--- src/rtl/mem_stage_lsu.sv ---
// mem_stage_lsu: memory stage with give/get handshakes to EX and WB and a single-request load/store bus port.
module mem_stage_lsu #(
  parameter int BITSIZE = 32
) (
  input  logic               clk,
  input  logic               rst_i,
  output logic               MEM_EX_get_o,
  input  logic               EX_MEM_give_i,
  input  logic [31:0]        EX_MEM_instruction_i,
  input  logic [BITSIZE-1:0] EX_MEM_data_i,
  input  logic [BITSIZE-1:0] EX_MEM_store_data_i,
  output logic               MEM_bus_req_o,
  output logic               MEM_bus_we_o,
  output logic [31:0]        MEM_bus_addr_o,
  output logic [3:0]         MEM_bus_be_o,
  output logic [31:0]        MEM_bus_wdata_o,
  input  logic               MEM_bus_ack_i,
  input  logic [31:0]        MEM_bus_rdata_i,
  input  logic               WB_MEM_get_i,
  output logic               MEM_WB_give_o,
  output logic [31:0]        MEM_WB_instruction_o,
  output logic [BITSIZE-1:0] MEM_WB_data_o,
  output logic               MEM_misaligned_o
);
  typedef enum logic [1:0] {S_GET, S_BUS, S_GIVE} state_t;
  state_t             r_state;
  logic [31:0]        r_instr, r_addr, r_wdata;
  logic [BITSIZE-1:0] r_result;
  logic [3:0]         r_be;
  logic [2:0]         r_f3;
  logic [1:0]         r_a;
  logic               r_we, r_mis, r_load;
  logic [2:0]         w_f3;
  logic [1:0]         w_a;
  logic               w_ld, w_st, w_mem, w_byte, w_half, w_aligned;
  logic [15:0]        w_lane;
  logic [31:0]        w_ldv;
  assign w_f3      = EX_MEM_instruction_i[14:12];
  assign w_a       = EX_MEM_data_i[1:0];
  assign w_ld      = EX_MEM_instruction_i[6:0] == 7'b0000011;
  assign w_st      = EX_MEM_instruction_i[6:0] == 7'b0100011;
  assign w_mem     = w_ld | w_st;
  // unsigned load widths only exist for loads; stores fall back to word
  assign w_byte    = (w_f3 == 3'b000) | (w_ld & (w_f3 == 3'b100));
  assign w_half    = (w_f3 == 3'b001) | (w_ld & (w_f3 == 3'b101));
  assign w_aligned = w_byte | (w_half ? ~w_a[0] : (w_a == 2'b00));
  assign w_lane    = 16'(MEM_bus_rdata_i >> {r_a, 3'b000});
  assign w_ldv     = (r_f3 == 3'b000) ? {{24{w_lane[7]}}, w_lane[7:0]} :
                     (r_f3 == 3'b001) ? {{16{w_lane[15]}}, w_lane[15:0]} :
                     (r_f3 == 3'b100) ? {24'h0, w_lane[7:0]} :
                     (r_f3 == 3'b101) ? {16'h0, w_lane[15:0]} : MEM_bus_rdata_i;
  assign MEM_EX_get_o         = r_state == S_GET;
  assign MEM_bus_req_o        = r_state == S_BUS;
  assign MEM_bus_we_o         = MEM_bus_req_o & r_we;
  assign MEM_bus_be_o         = MEM_bus_req_o ? r_be : 4'b0000;
  assign MEM_bus_addr_o       = r_addr;
  assign MEM_bus_wdata_o      = r_wdata;
  assign MEM_WB_give_o        = r_state == S_GIVE;
  assign MEM_WB_instruction_o = r_instr;
  assign MEM_WB_data_o        = r_result;
  assign MEM_misaligned_o     = r_mis;
  always_ff @(posedge clk or posedge rst_i) begin
    if (rst_i) begin
      r_state  <= S_GET;
      r_instr  <= '0;
      r_addr   <= '0;
      r_wdata  <= '0;
      r_result <= '0;
      r_be     <= '0;
      r_f3     <= '0;
      r_a      <= '0;
      r_we     <= 1'b0;
      r_mis    <= 1'b0;
      r_load   <= 1'b0;
    end else begin
      r_mis <= 1'b0;
      case (r_state)
        S_GET: if (EX_MEM_give_i) begin
          r_instr  <= EX_MEM_instruction_i;
          r_a      <= w_a;
          r_f3     <= w_f3;
          r_load   <= w_ld;
          r_we     <= w_st;
          r_addr   <= {EX_MEM_data_i[31:2], 2'b00};
          r_be     <= w_byte ? 4'b0001 << w_a : w_half ? 4'b0011 << w_a : 4'b1111;
          r_wdata  <= (w_byte | w_half) ? EX_MEM_store_data_i << {w_a, 3'b000} : EX_MEM_store_data_i;
          r_result <= w_mem ? '0 : EX_MEM_data_i;
          r_mis    <= w_mem & ~w_aligned;
          r_state  <= (w_mem & w_aligned) ? S_BUS : S_GIVE;
        end
        S_BUS: if (MEM_bus_ack_i) begin
          r_result <= r_load ? w_ldv : '0;
          r_state  <= S_GIVE;
        end
        default: if (WB_MEM_get_i) r_state <= S_GET;
      endcase
    end
  end
endmodule

--- config.mk ---
export PLATFORM = sky130hd
export DESIGN_NAME = mem_stage_lsu
export DESIGN_NICKNAME = d
export VERILOG_FILES = /design/src/rtl/mem_stage_lsu.sv
export SDC_FILE = /design/constraint.sdc
export NUM_CORES = 1
export LEC_CHECK = 0
export BUFFER_PORTS_ARGS = -buffer_cell sky130_fd_sc_hd__buf_4
export CAP_MARGIN = 0
export CORE_MARGIN = 2
export CORE_UTILIZATION = 53
export DETAILED_ROUTE_END_ITERATION = 16
export PLACE_DENSITY = 0.95
export SLEW_MARGIN = 20
export SYNTH_ARGS = -nofsm -noshare
export SYNTH_HDL_FRONTEND = slang
export SYNTH_SLANG_ARGS = --single-unit
--- constraint.sdc ---
create_clock -name clk -period 7.6 [get_ports clk]
set_input_delay 1.14 -clock clk [delete_from_list [all_inputs] [get_ports clk]]
set_output_delay 1.14 -clock clk [all_outputs]
set_load 0.01 [all_outputs]
Word level (Yosys, flattened, before mapping):

Index checks and enable logic that the tools add are counted.

* $add $sub $neg: 0
* multiply operators: 0
* divide/modulo/power cells: 0
* order comparisons: 0
* eq/ne operators: 12
* shifts and indexed selects: 4
* muxes and demuxes: 21
* bitwise gates (word level): 12
* reduce and logical (&&, ||, !) cells: 9

Operators with widths (number)
* $mux W32: 9
* $pmux W32 S2: 1
* $shl A32 B5 Y32: 1
* $shr A32 B5 Y16: 1
* $eq A3 B3 Y1 const B: 4
* $mux W4: 3
* $mux W2: 4
* $eq A7 B2 Y1 const B: 1
* $eq A7 B6 Y1 const B: 1
* $eq A3 B1 Y1 const B: 2
* $logic_not A3 Y1: 2
* $reduce_and A3 Y1: 2
* $and A1 B1 Y1: 5
* $or A1 B1 Y1: 5
* $logic_not A2 Y1: 2
* $ne A2 B1 Y1 const B: 2
* $pmux W2 S2: 1
* $shl A1 B2 Y4 const A: 1
* $shl A2 B2 Y4 const A: 1
* $mux W1: 3
* $reduce_bool A3 Y1: 1
* $eq A2 B1 Y1 const B: 1
* $eq A2 B2 Y1 const B: 1
* $not A1 Y1: 2
* other kinds (2): 2

* register bits: 140
* bits in latches: 0
* bits in writable memories: 0
* memory bits (read-only): 0
* bits of input ports: 133
* output and inout port bits: 137
* logic and storage cells: 69
* memories kept: 0

Longest topological paths before layout:

* depth after elaboration: 9
* depth in mapped cells: 8
* gate-level depth less buffers: 6

Worst setup path before layout:

No wires, ideal clock.

* path type: input-to-reg
* start: in EX_MEM_data_i[1]
* end: reg r_be[2]
* library setup time: 132 ps
* data arrival time: 2271 ps
* data required time: 7468 ps
* setup slack: 5197 ps
* stages on the path: 5
* cell sequence: clkinv_1 -> clkbuf_1 -> ha_1 -> a2111oi_0 -> nor2_1

* cells in the longest elaborated chain, start to end: 3
* elaborated cells between the ends (all ways): 4
* those cells by class: shift: 2; mux: 2

Ends and longest elaborated chain
* from (decl): line 10 `input logic [BITSIZE-1:0] EX_MEM_data_i,`
* $shl A2 B2 Y4: line 85 `r_be <= w_byte ? 4'b0001 << w_a : w_half ? 4'b0011 << w_a : 4'b1111;`
* $mux W4: line 85
* $mux W4 (*): line 85
* to (signal assigned): line 85
* to (decl): line 29 `logic [3:0] r_be;`

Mark *: on every way between the ends. The rest lies on a longest branch, timed or not.
A chain may end at the register's enable or synchronous reset.

Worst setup path after layout:

* start: reg r_state[1]
* end: out MEM_bus_be_o[1]

* cells in the longest elaborated chain, start to end: 2

Ends and longest elaborated chain
* from (decl): line 26 `state_t r_state;`
* from (signal assigned): line 89 `r_state <= (w_mem & w_aligned) ? S_BUS : S_GIVE;`
* $eq A2 B1 Y1: line 53 `assign MEM_bus_req_o = r_state == S_BUS;`
* $mux W4: line 55 `assign MEM_bus_be_o = MEM_bus_req_o ? r_be : 4'b0000;`
* to (decl): line 15 `output logic [3:0] MEM_bus_be_o,`

No other way between the ends.

==> results by group <==
Outcome
  – Status: finished clean

Worst hold path
  – Hold crit path type: reg2reg
  – Hold path startpoint: r_be[0]
  – Worst Hold End: r_be[0]
  – Hold depth: 2

Place
  – Detailed Place HPWL: 15900 um
  – Post-Place Setup Slack: 4.33 ns
  – IO buf count: 267
  – GPL Wtd Cong: 0.925

Logic synthesis
  – Mapped cell area: 6750 sq um
  – Ys flop type: dfrtp_1
  – Synth Area per Inst: 8.36 sq um
  – Synth Area in Simple Gates: 21.1%
  – Yosys cell types: 41
  – Xor and xnor area share after synthesis: 0%
  – Async set-reset flop share out of synthesis: 100%
  – Post-synth EDFFs: 0
  – Main combinational cell family by area after synthesis: simple AND/OR/NAND/NOR gates
  – Cells after Synth: 807
  – Post-synthesis compound-gate area fraction: 19.5%
  – Synth Area in Adders: 0.742%
  – Yosys reg bits: 137
  – Post-synthesis sequential area ratio: 50.8%
  – Mux contribution to synthesized area: 2.84%
  – Warnings from Yosys: 0

Drt
  – Vias/cell: 5.73
  – DR vias: 7019
  – Starting DRT DRC Count: 716
  – Detailed Route WL: 22500 um
  – Pre-Repair DR Iteration Count: 5
  – Routed Antenna Nets: 0
  – DR WL/cell: 18.4 um
  – DRC viols: 0

Cells and area
  – Ant diodes: 0
  – Most frequent cells in the layout: buf_4, nand2_1, dfrtp_1, a21oi_1, nor2_1
  – Final net count: 1177
  – Layout overhead on the synthesized area: 40.2%
  – Reg area: 3430 sq um
  – Commonest non-fill, non-tap cell in the layout: buf_4
  – Fillers: 926
  – Share of layout cells above drive strength 1: 30.9%
  – Multi-input logic area: 3010 sq um

STA
  – TNS Setup: 0 ns
  – Final hold slack: 0.467 ns
  – Unrepaired setup endpoints after global routing: false
  – Max Fclk: 0.336 GHz
  – Relative slew slack: 23.1%
  – Final slew viol count: 0
  – Worst clock skew: 0.00583 ns
  – Min Tclk post-route: 2.98 ns
  – Worst Tran Pin Value: 1.15 ns
  – Final Cycle Share: 39.2%
  – Post-route worst setup slack: 4.62 ns
  – Final Hold Vio Count: 0
  – Final setup viols: 0

Clocking
  – Clk_lat worst skew: 0.42 ns
  – CTS tree: built
  – Root Buffer: clkbuf_16
  – Max clock buf depth: 2
  – CTS resizes: 0
  – Post-CTS setup buffer count: 0
  – Number of CTS-inserted buffers: 17
  – Worst-path clk slew: 0.06 ns
  – CTS sink cnt: 137
  – Hold-fix buffer count after cts: 0
  – H-Tree Depth: 4

Flow run
  – Max cap viols: 0

Die
  – Chip Width: 117 um
  – Die H: 117 um
  – Core Area: 12500 sq um
  – Initial core utilization: 53.9%
  – Placement Rows: 41
  – Die area: 13600 sq um
  – # IOs: 270

Global route
  – Vias in the first global route: 6393
  – Gr ovfl total: 0
  – First-pass GRT wire length: 33200 um
  – Total GRT Usage: 31.8%
  – Initial antenna violation count: 0
  – Largest net degree at the start of global routing: 82

Critical path
  – Worst R2R Setup Slack: 5.17 ns
  – Worst Reg-to-Reg Cells: 5
  – CP Buf/Inv Count: 1
  – Worst r2r dst: r_be[3]
  – Worst r2r src: r_state[1]
  – Kind of critical path: reg2out
  – Worst EP required: 6.46 ns
  – CP Capture Type: output port
  – Largest stage delay on the critical path: 0.59 ns
  – Top delay family on crit path: simple AND/OR/NAND/NOR gates
  – CP startpoint: r_state[1]
  – Cell Chain, Critical Path: nor2b_1 > and2_1 > buf_4
  – Crit path DAT: 1.84 ns
  – Worst path slowest cell: nor2b_1
  – Critical path fanouts, max: 9
  – Critical Path Source Type: register

Pwr
  – PD cells: 283 nW/um^2
  – Worst vdd rail ir drop: 0.165 mV
  – Leakage: 4.73 nW
-- layout make-up --
cell class              instances  share of cell area (%)
inverters                      13                   0.569
well taps                     172                    2.28
clock buffers                  26                    5.70
clock inverters                 6                    1.38
multi-input cells             596                    31.8
flip-flops and latches        137                    36.3
repair buffers                275                    22.0
-- power by group --
part           internal [mW]  switching, mW  leakage [nW]
Clock                  0.619          0.309         0.333
Sequential             0.882          0.110          1.65
Combinational          0.346          0.408          2.75
-- worst max-delay path by stage --
stage | end | slack (ns) | depth (start not counted)
floorplan | MEM_WB_data_o[0] | 2.79 | 1
global placement | MEM_bus_wdata_o[30] | 4.47 | 7
detailed placement | MEM_bus_wdata_o[30] | 4.33 | 7
CTS | MEM_bus_be_o[2] | 4.57 | 3
global route | MEM_bus_wdata_o[30] | 4.50 | 5
finish | MEM_bus_be_o[1] | 4.62 | 3
-- stage by stage --
stage	instance area, sq um	utilization, %	power [mW]	std cells
floorplan	6750	-	1.35	808
global placement	8760	70.0	1.71	1192
detailed placement	8760	70.0	1.74	1192
CTS	9430	75.3	2.67	1224
global route	9460	75.5	2.79	1225
finish	9460	75.5	2.67	1225
-- sequential cells by signal, summed over array words and instances, names as in the netlist --
signal / cells
r_state: 2
r_we: 1
MEM_WB_instruction_o: 32
MEM_bus_wdata_o: 32
MEM_WB_data_o: 32
MEM_misaligned_o: 1
r_a: 2
r_be: 4
r_load: 1
MEM_bus_addr_o: 30
-- synth_stat cells, types with 7 or more instances --
cell type,number,area (sq um)
inv_1,12,45.0
mux2i_1,18,180
a21oi_1,75,375
o22ai_1,30,188
buf_2,18,90.1
a21oi_2,11,96.3
nand2_1,265,995
a21o_1,17,128
and2_1,7,43.8
a2bb2oi_1,10,87.6
dfrtp_1,137,3430
nor3_1,9,45.0
o21ai_0,40,200
clkbuf_1,36,135
nor2_1,63,236
-- layer usage --
metal	global-route usage, %	up-vias	wire length [um]
met4	16.7	0	1040
met2	51.9	468	10900
met3	6.44	84	2200
li1	-	3179	-
met1	40.4	3288	8450
met5	0	-	0
-- worst min-delay path: stages (launching register included) --
cell,delay (ns)
dfrtp_1,0.33
nand2_1,0.05
nand2_1,0.05
-- kinds of logic (layout without fill, tap and decap cells) --
group,count (synthesis),after routing
fa+ha+maj,4,4
buf+inv,75,320
other cells,1,2
flops,137,137
mux,19,19
simple gates,359,359
compound gates,212,212
(Power assumes the default switching activity.)
